**config.mk**
```make
export PLATFORM = sky130hd
export DESIGN_NAME = gnn_layer_sched
export DESIGN_NICKNAME = d
export VERILOG_FILES = /design/src/rtl/gnn_layer_sched.sv
export SDC_FILE = /design/constraint.sdc
export NUM_CORES = 1
export LEC_CHECK = 0
export ABC_AREA = 1
export CAP_MARGIN = 40
export CORE_ASPECT_RATIO = 2
export CORE_MARGIN = 1
export CORE_UTILIZATION = 50
export CTS_BUF_LIST = sky130_fd_sc_hd__clkbuf_4 sky130_fd_sc_hd__clkbuf_8
export DETAILED_ROUTE_END_ITERATION = 10
export PLACE_DENSITY_LB_ADDON = 0.05
export SYNTH_ARGS = -nofsm -noshare
export SYNTH_HDL_FRONTEND = slang
export SYNTH_SLANG_ARGS = --single-unit
export TNS_END_PERCENT = 10
```
**constraint.sdc**
```tcl
create_clock -name clk -period 8 [get_ports clk]
set_input_delay 1.2 -clock clk [delete_from_list [all_inputs] [get_ports clk]]
set_output_delay 1.2 -clock clk [all_outputs]
set_load 0.01 [all_outputs]
```
**src/rtl/gnn_layer_sched.sv**
```systemverilog
// gnn_layer_sched: schedules the 8 jobs of a 2-layer, 4-node diamond GNN
// (edges 0-1, 0-2, 1-3, 2-3) onto one shared layer engine. It aggregates
// each node's operands over self plus two neighbours, buffers the hidden
// results and assembles the final 8 outputs.
module gnn_layer_sched #(
    parameter int TIMEOUT = 64,
    parameter int OPW     = 15
) (
    input  logic             clk,
    input  logic             rst,
    input  logic             in_ready,
    input  logic [79:0]      x_in,
    output logic             eng_req,
    output logic             eng_layer,
    output logic [4*OPW-1:0] eng_op,
    input  logic             eng_done,
    input  logic [51:0]      eng_res,
    output logic [159:0]     out_vec,
    output logic             out_valid,
    output logic             busy,
    output logic             err_timeout,
    output logic             err_overrun
);

    typedef enum logic [1:0] {
        S_IDLE,
        S_ISSUE,
        S_WAIT,
        S_DONE
    } state_t;

    localparam int CW = $clog2(TIMEOUT + 1);

    state_t            state, state_nx;
    logic              layer, layer_nx;
    logic [1:0]        node, node_nx;
    logic [CW-1:0]     wait_cnt;
    logic              timeout_hit;
    logic [79:0]       x_buf;
    logic signed [12:0] hidden [4][4];
    logic [4*OPW-1:0]  op_nx;

    // Next-state logic: job sequencing over (layer, node) and WAIT timeout
    always_comb begin
        state_nx    = state;
        layer_nx    = layer;
        node_nx     = node;
        timeout_hit = 1'b0;
        unique case (state)
            S_IDLE: begin
                if (in_ready) begin
                    state_nx = S_ISSUE;
                    layer_nx = 1'b0;
                    node_nx  = 2'd0;
                end
            end
            S_ISSUE: state_nx = S_WAIT;
            S_WAIT: begin
                if (eng_done) begin
                    if (node != 2'd3) begin
                        node_nx  = node + 2'd1;
                        state_nx = S_ISSUE;
                    end else if (!layer) begin
                        layer_nx = 1'b1;
                        node_nx  = 2'd0;
                        state_nx = S_ISSUE;
                    end else begin
                        state_nx = S_DONE;
                    end
                end else if (wait_cnt == CW'(TIMEOUT - 1)) begin
                    timeout_hit = 1'b1;
                    state_nx    = S_IDLE;
                end
            end
            S_DONE:  state_nx = S_IDLE;
            default: state_nx = S_IDLE;
        endcase
    end

    // Operand formation for the job about to be issued. N(n) is every node
    // except 3-n. The first job reads x_in directly because x_buf is only
    // being loaded in that same cycle.
    always_comb begin
        logic [79:0]        frame;
        logic [1:0]         excl;
        logic signed [6:0]  xs;
        logic signed [14:0] hs;
        op_nx = '0;
        frame = (state == S_IDLE) ? x_in : x_buf;
        excl  = 2'd3 - node_nx;
        for (int unsigned f = 0; f < 4; f++) begin
            xs = '0;
            hs = '0;
            for (int unsigned m = 0; m < 4; m++) begin
                if (2'(m) != excl) begin
                    xs = xs + 7'($signed(frame[(m*4+f)*5 +: 5]));
                    hs = hs + 15'(hidden[m][f]);
                end
            end
            op_nx[f*OPW +: OPW] = layer_nx ? OPW'(hs) : OPW'(xs);
        end
    end

    // Control registers, operand register, output vector and sticky errors
    always_ff @(posedge clk) begin
        if (rst) begin
            state       <= S_IDLE;
            layer       <= 1'b0;
            node        <= 2'd0;
            wait_cnt    <= '0;
            eng_layer   <= 1'b0;
            eng_op      <= '0;
            out_vec     <= '0;
            err_timeout <= 1'b0;
            err_overrun <= 1'b0;
        end else begin
            state    <= state_nx;
            layer    <= layer_nx;
            node     <= node_nx;
            wait_cnt <= (state == S_WAIT && !eng_done) ? wait_cnt + 1'b1 : '0;
            // Operands are registered on entry to ISSUE so they stay frozen
            // for the whole ISSUE/WAIT window.
            if (state_nx == S_ISSUE) begin
                eng_layer <= layer_nx;
                eng_op    <= op_nx;
            end
            if (state == S_WAIT && eng_done && layer) begin
                out_vec[node*40      +: 20] <= eng_res[19:0];
                out_vec[node*40 + 20 +: 20] <= eng_res[39:20];
            end
            if (in_ready && state != S_IDLE)
                err_overrun <= 1'b1;
            if (timeout_hit)
                err_timeout <= 1'b1;
        end
    end

    // Feature frame and hidden-layer buffers (no reset needed)
    always_ff @(posedge clk) begin
        if (state == S_IDLE && in_ready)
            x_buf <= x_in;
        if (state == S_WAIT && eng_done && !layer) begin
            for (int unsigned f = 0; f < 4; f++)
                hidden[node][f] <= eng_res[f*13 +: 13];
        end
    end

    // State-decoded strobes
    always_comb begin
        eng_req   = (state == S_ISSUE);
        out_valid = (state == S_DONE);
        busy      = (state != S_IDLE);
    end

endmodule

```
==> summary.md <==
| Metric | Value |
|---|---|
| Hold path depth | `1` |
| Seq pwr share | `between 30 and 40%` |
| # clock sinks | `about 520` |
| Register bit total from synthesis | `between 500 and 600` |
| Reg2reg setup slack | `0.88 ns` |
| Logic pwr share | `about a third` |
| Hold path endpoint | `wait_cnt[0]` |
| DRC viols | `4` |
| WP buf/inv | `5` |
| Ys Warns | `0` |
| Mux contribution to synthesized area | `0.562%` |
| Worst Path Required | `8.65 ns` |
| RR Endpoint | `eng_op[28]` |
| Maximum vdd drop | `around 0.13 mV` |
| Switching Share | `a little over a third` |
| Clock transition at path regs | `around 0.070 ns` |
| Hold buffer count at cts | `0` |
| Post-cts sizing count | `0` |
| Final Setup Violations | `0` |
| Synth-to-Final Area Change | `19.8%` |
| Post-CTS Setup Bufs | `0` |
| Die Ht | `approximately 370 um` |
| Worst Path Arrival | `about 7.8 ns` |
| Post-Route WL | `roughly 120,000 um` |
| Syn_nets | `approximately 4.8k` |
| R2R Path Start | `node[0]` |
| Total gr overflow | `0` |
| Unrepaired setup endpoints after global routing | `no` |
| Worst Setup End Kind | `register` |
| Top Ports | `362` |
| Crit path max fanout | `29` |
| Post-synthesis xor/xnor area fraction | `approximately 3.2%` |
| Clock network fraction of design power | `30.9%` |
| Post-Syn Area per Cell | `roughly 7.6 um^2` |
| Cells after synthesis | `roughly 4.5k` |
| Adder-Cell Fraction of Synth Area | `a little under 10%` |
| Root Buffer Master | `clkbuf_8` |
| Top delay family on crit path | `simple AND/OR/NAND/NOR gates` |
| Internal power | `approximately 5600 uW` |
| Post-synth cell types | `64` |
| DPL Wire Length | `roughly 95,000 um` |
| Min-delay worst type | `reg -> reg` |
| Simple-Gate Fraction of Synth Area | `between 20% and 30%` |
| Clock period minus worst slack | `7.12 ns` |
| Seq/Total Area, Yosys | `39.5%` |
| CTS tree | `done` |
| Violated checks | `design-rule violations` |
| Die footprint | `0.0688 mm^2` |
| GPL Wtd Cong | `0.986` |
| Power per cell area | `around 210 mW/mm^2` |
| Largest net degree at the start of global routing | `a little over 80` |
| First-pass GRT wire length | `between 150,000 and 200,000 um` |
| EDFF count, synth | `approximately 290` |
| Leak Pwr | `0.0176 uW` |
| Area share of the largest cell type after synthesis | `about a quarter` |
| Critical path type | `reg -> reg` |
| Chip width | `between 150 and 200 um` |
| Period utilisation layout | `89.0%` |
| Yosys top cell by area | `edfxtp_1` |
| Max Freq | `about 0.14 GHz` |
| Row cnt | `roughly 130` |
| Slew at the pin closest to its max-slew limit | `slightly below 1 ns` |
| Core Region | `approximately 0.067 mm^2` |
| Share of layout cells above drive strength 1 | `7.16%` |
| Final nets | `roughly 5.2k` |
| Worst-Skew Late Latency | `about 0.75 ns` |
| Initial antenna violation count | `9` |
| Number of clock buffers inserted by TritonCTS | `83` |
| Final hold viol count | `0` |
| Clock Path Buffers | `3` |
| Via count | `about 32k` |
| Routed Antenna Nets | `0` |
| Wire per inst | `between 20 and 25 um` |
| Commonest cells in the netlist | `1,164 x nand2_1, 430 x a21oi_1, 406 x inv_1` |
| Synth Area in Compound Gates | `around 17%` |
| Net Switching | `a little over 3000 uW` |
| CP Launch Type | `register` |
| Most frequent cell after synthesis | `nand2_1` |
| Final setup TNS | `0 ns` |
| Status | `finished, violations left` |
| Vias per inst | `5.62` |
| Most frequent cell on the critical path | `nand2_1` |
| Top FF cell, synth | `edfxtp_1` |
| Slew Limit Fails | `0` |
| Final core utilization | `between 60% and 70%` |
| DRT iter0 DRCs | `~1.7k` |
| Main combinational cell family by area after synthesis | `simple AND/OR/NAND/NOR gates` |
| Ys async rst share | `0%` |
| Crit path launch | `node[0]` |
| Maxcap violations | `0` |
| Post-Synthesis Cell Area | `about 0.034 mm^2` |
| CTS H-tree depth | `3` |
| Cell count of the worst reg-to-reg path | `40` |
| Worst slew margin | `34.3%` |
| Vias in the first global route | `32.3k` |
| Initial Util | `50.6%` |
| TritonRoute pass-1 iters | `10` |
| Critical-path top delay cell | `dfxtp_1` |
| Port buffer count | `361` |
| Min-delay src | `wait_cnt[0]` |
| Synth area leaders | `edfxtp_1 26%, dfxtp_1 14%, nand2_1 13%` |
| Clock skew | `~0.019 ns` |
| CP peak stage delay | `0.90 ns` |
| Total GRT Usage | `between 30% and 40%` |
[cell type report]
class,instances,area [um^2]
Sequential cell,523,13400
Clock inverter,43,455
Inverter,427,1610
Antenna cell,8,20.0
Tap cell,884,1110
Clock buffer,113,1460
Fill cell,6230,26400
Multi-Input combinational cell,3316,18200
Timing Repair Buffer,450,4370
[sequential cells by signal, summed over array words and instances (netlist names)]
register and count:
out_vec 160, node 2, eng_layer 1, eng_op 60, layer 1, wait_cnt 7
err_timeout 1, x_buf 80, hidden 208, err_overrun 1, state 2
[metrics by stage]
step                      hold slack (ns)  total power [uW]  cells  cell area, um^2  setup slack [ns]
after global placement              0.431              5970   5577            38400             0.547
after detailed placement            0.444              6010   5598            38600             0.491
after CTS                           0.456              8700   5754            40500             0.945
after global routing                0.468              9170   5762            40500             0.123
final                               0.455              8690   5764            40500             0.879
after floorplan                     0.418              5070   4453            33800              1.31
[power by group through the flow]
stage	registers, uW	logic (uW)	clock network [uW]
floorplan	3070	1990	0
global placement	3050	2910	0
detailed placement	3060	2960	0
CTS	3000	2980	2720
global route	3010	3330	2830
finish	3000	3000	2690
[worst max path at each step]
stage               depth (start not counted)          to
floorplan                                  53  eng_op[44]
global placement                           38  eng_op[28]
detailed placement                         38  eng_op[28]
CTS                                        40  eng_op[28]
global route                               40  eng_op[28]
finish                                     40  eng_op[28]
[per-layer routing]
metal	track usage (%)	vias to the layer above	routed length [um]
met3	7.64	409	8120
li1	-	15733	-
met1	33.6	15099	40900
met2	66.7	1145	64400
met4	31.3	2	11500
met5	0	-	17
[kinds of logic (layout without fill, tap and decap cells)]
kind of cell | count (synthesis) | count (layout)
simple gates | 1902 | 1902
flops | 523 | 523
fa+ha+maj | 253 | 253
xor+xnor | 124 | 124
other cells | 0 | 8
compound gates | 1018 | 1018
buf+inv | 614 | 1033
mux | 19 | 19
[layout by cell type, fill, tap and decap left out, types with 9 or more instances in the layout]
cell and instances:
nand2_1 1163, a21oi_1 430, inv_1 403, clkdlybuf4s50_1 360, o21ai_0 355, nor2_1 321, edfxtp_1 288, nand3_1 246
dfxtp_1 235, ha_1 233, clkbuf_8 97, xor2_1 82, buf_4 66, xnor2_1 42, a31oi_1 41, nor3_1 40
or2_2 37, o211ai_1 30, o21ai_1 27, inv_2 20, nand4_1 20, o221ai_1 20, fa_1 20, mux2i_1 19
clkinv_2 17, clkbuf_4 16, nand2_2 15, nand3b_1 15, buf_2 15, a21o_1 14, o22ai_1 14, o21bai_1 11
clkinv_1 11, nor2_4 10, o21a_1 9, bufinv_16 9
(Power assumes the default switching activity.)
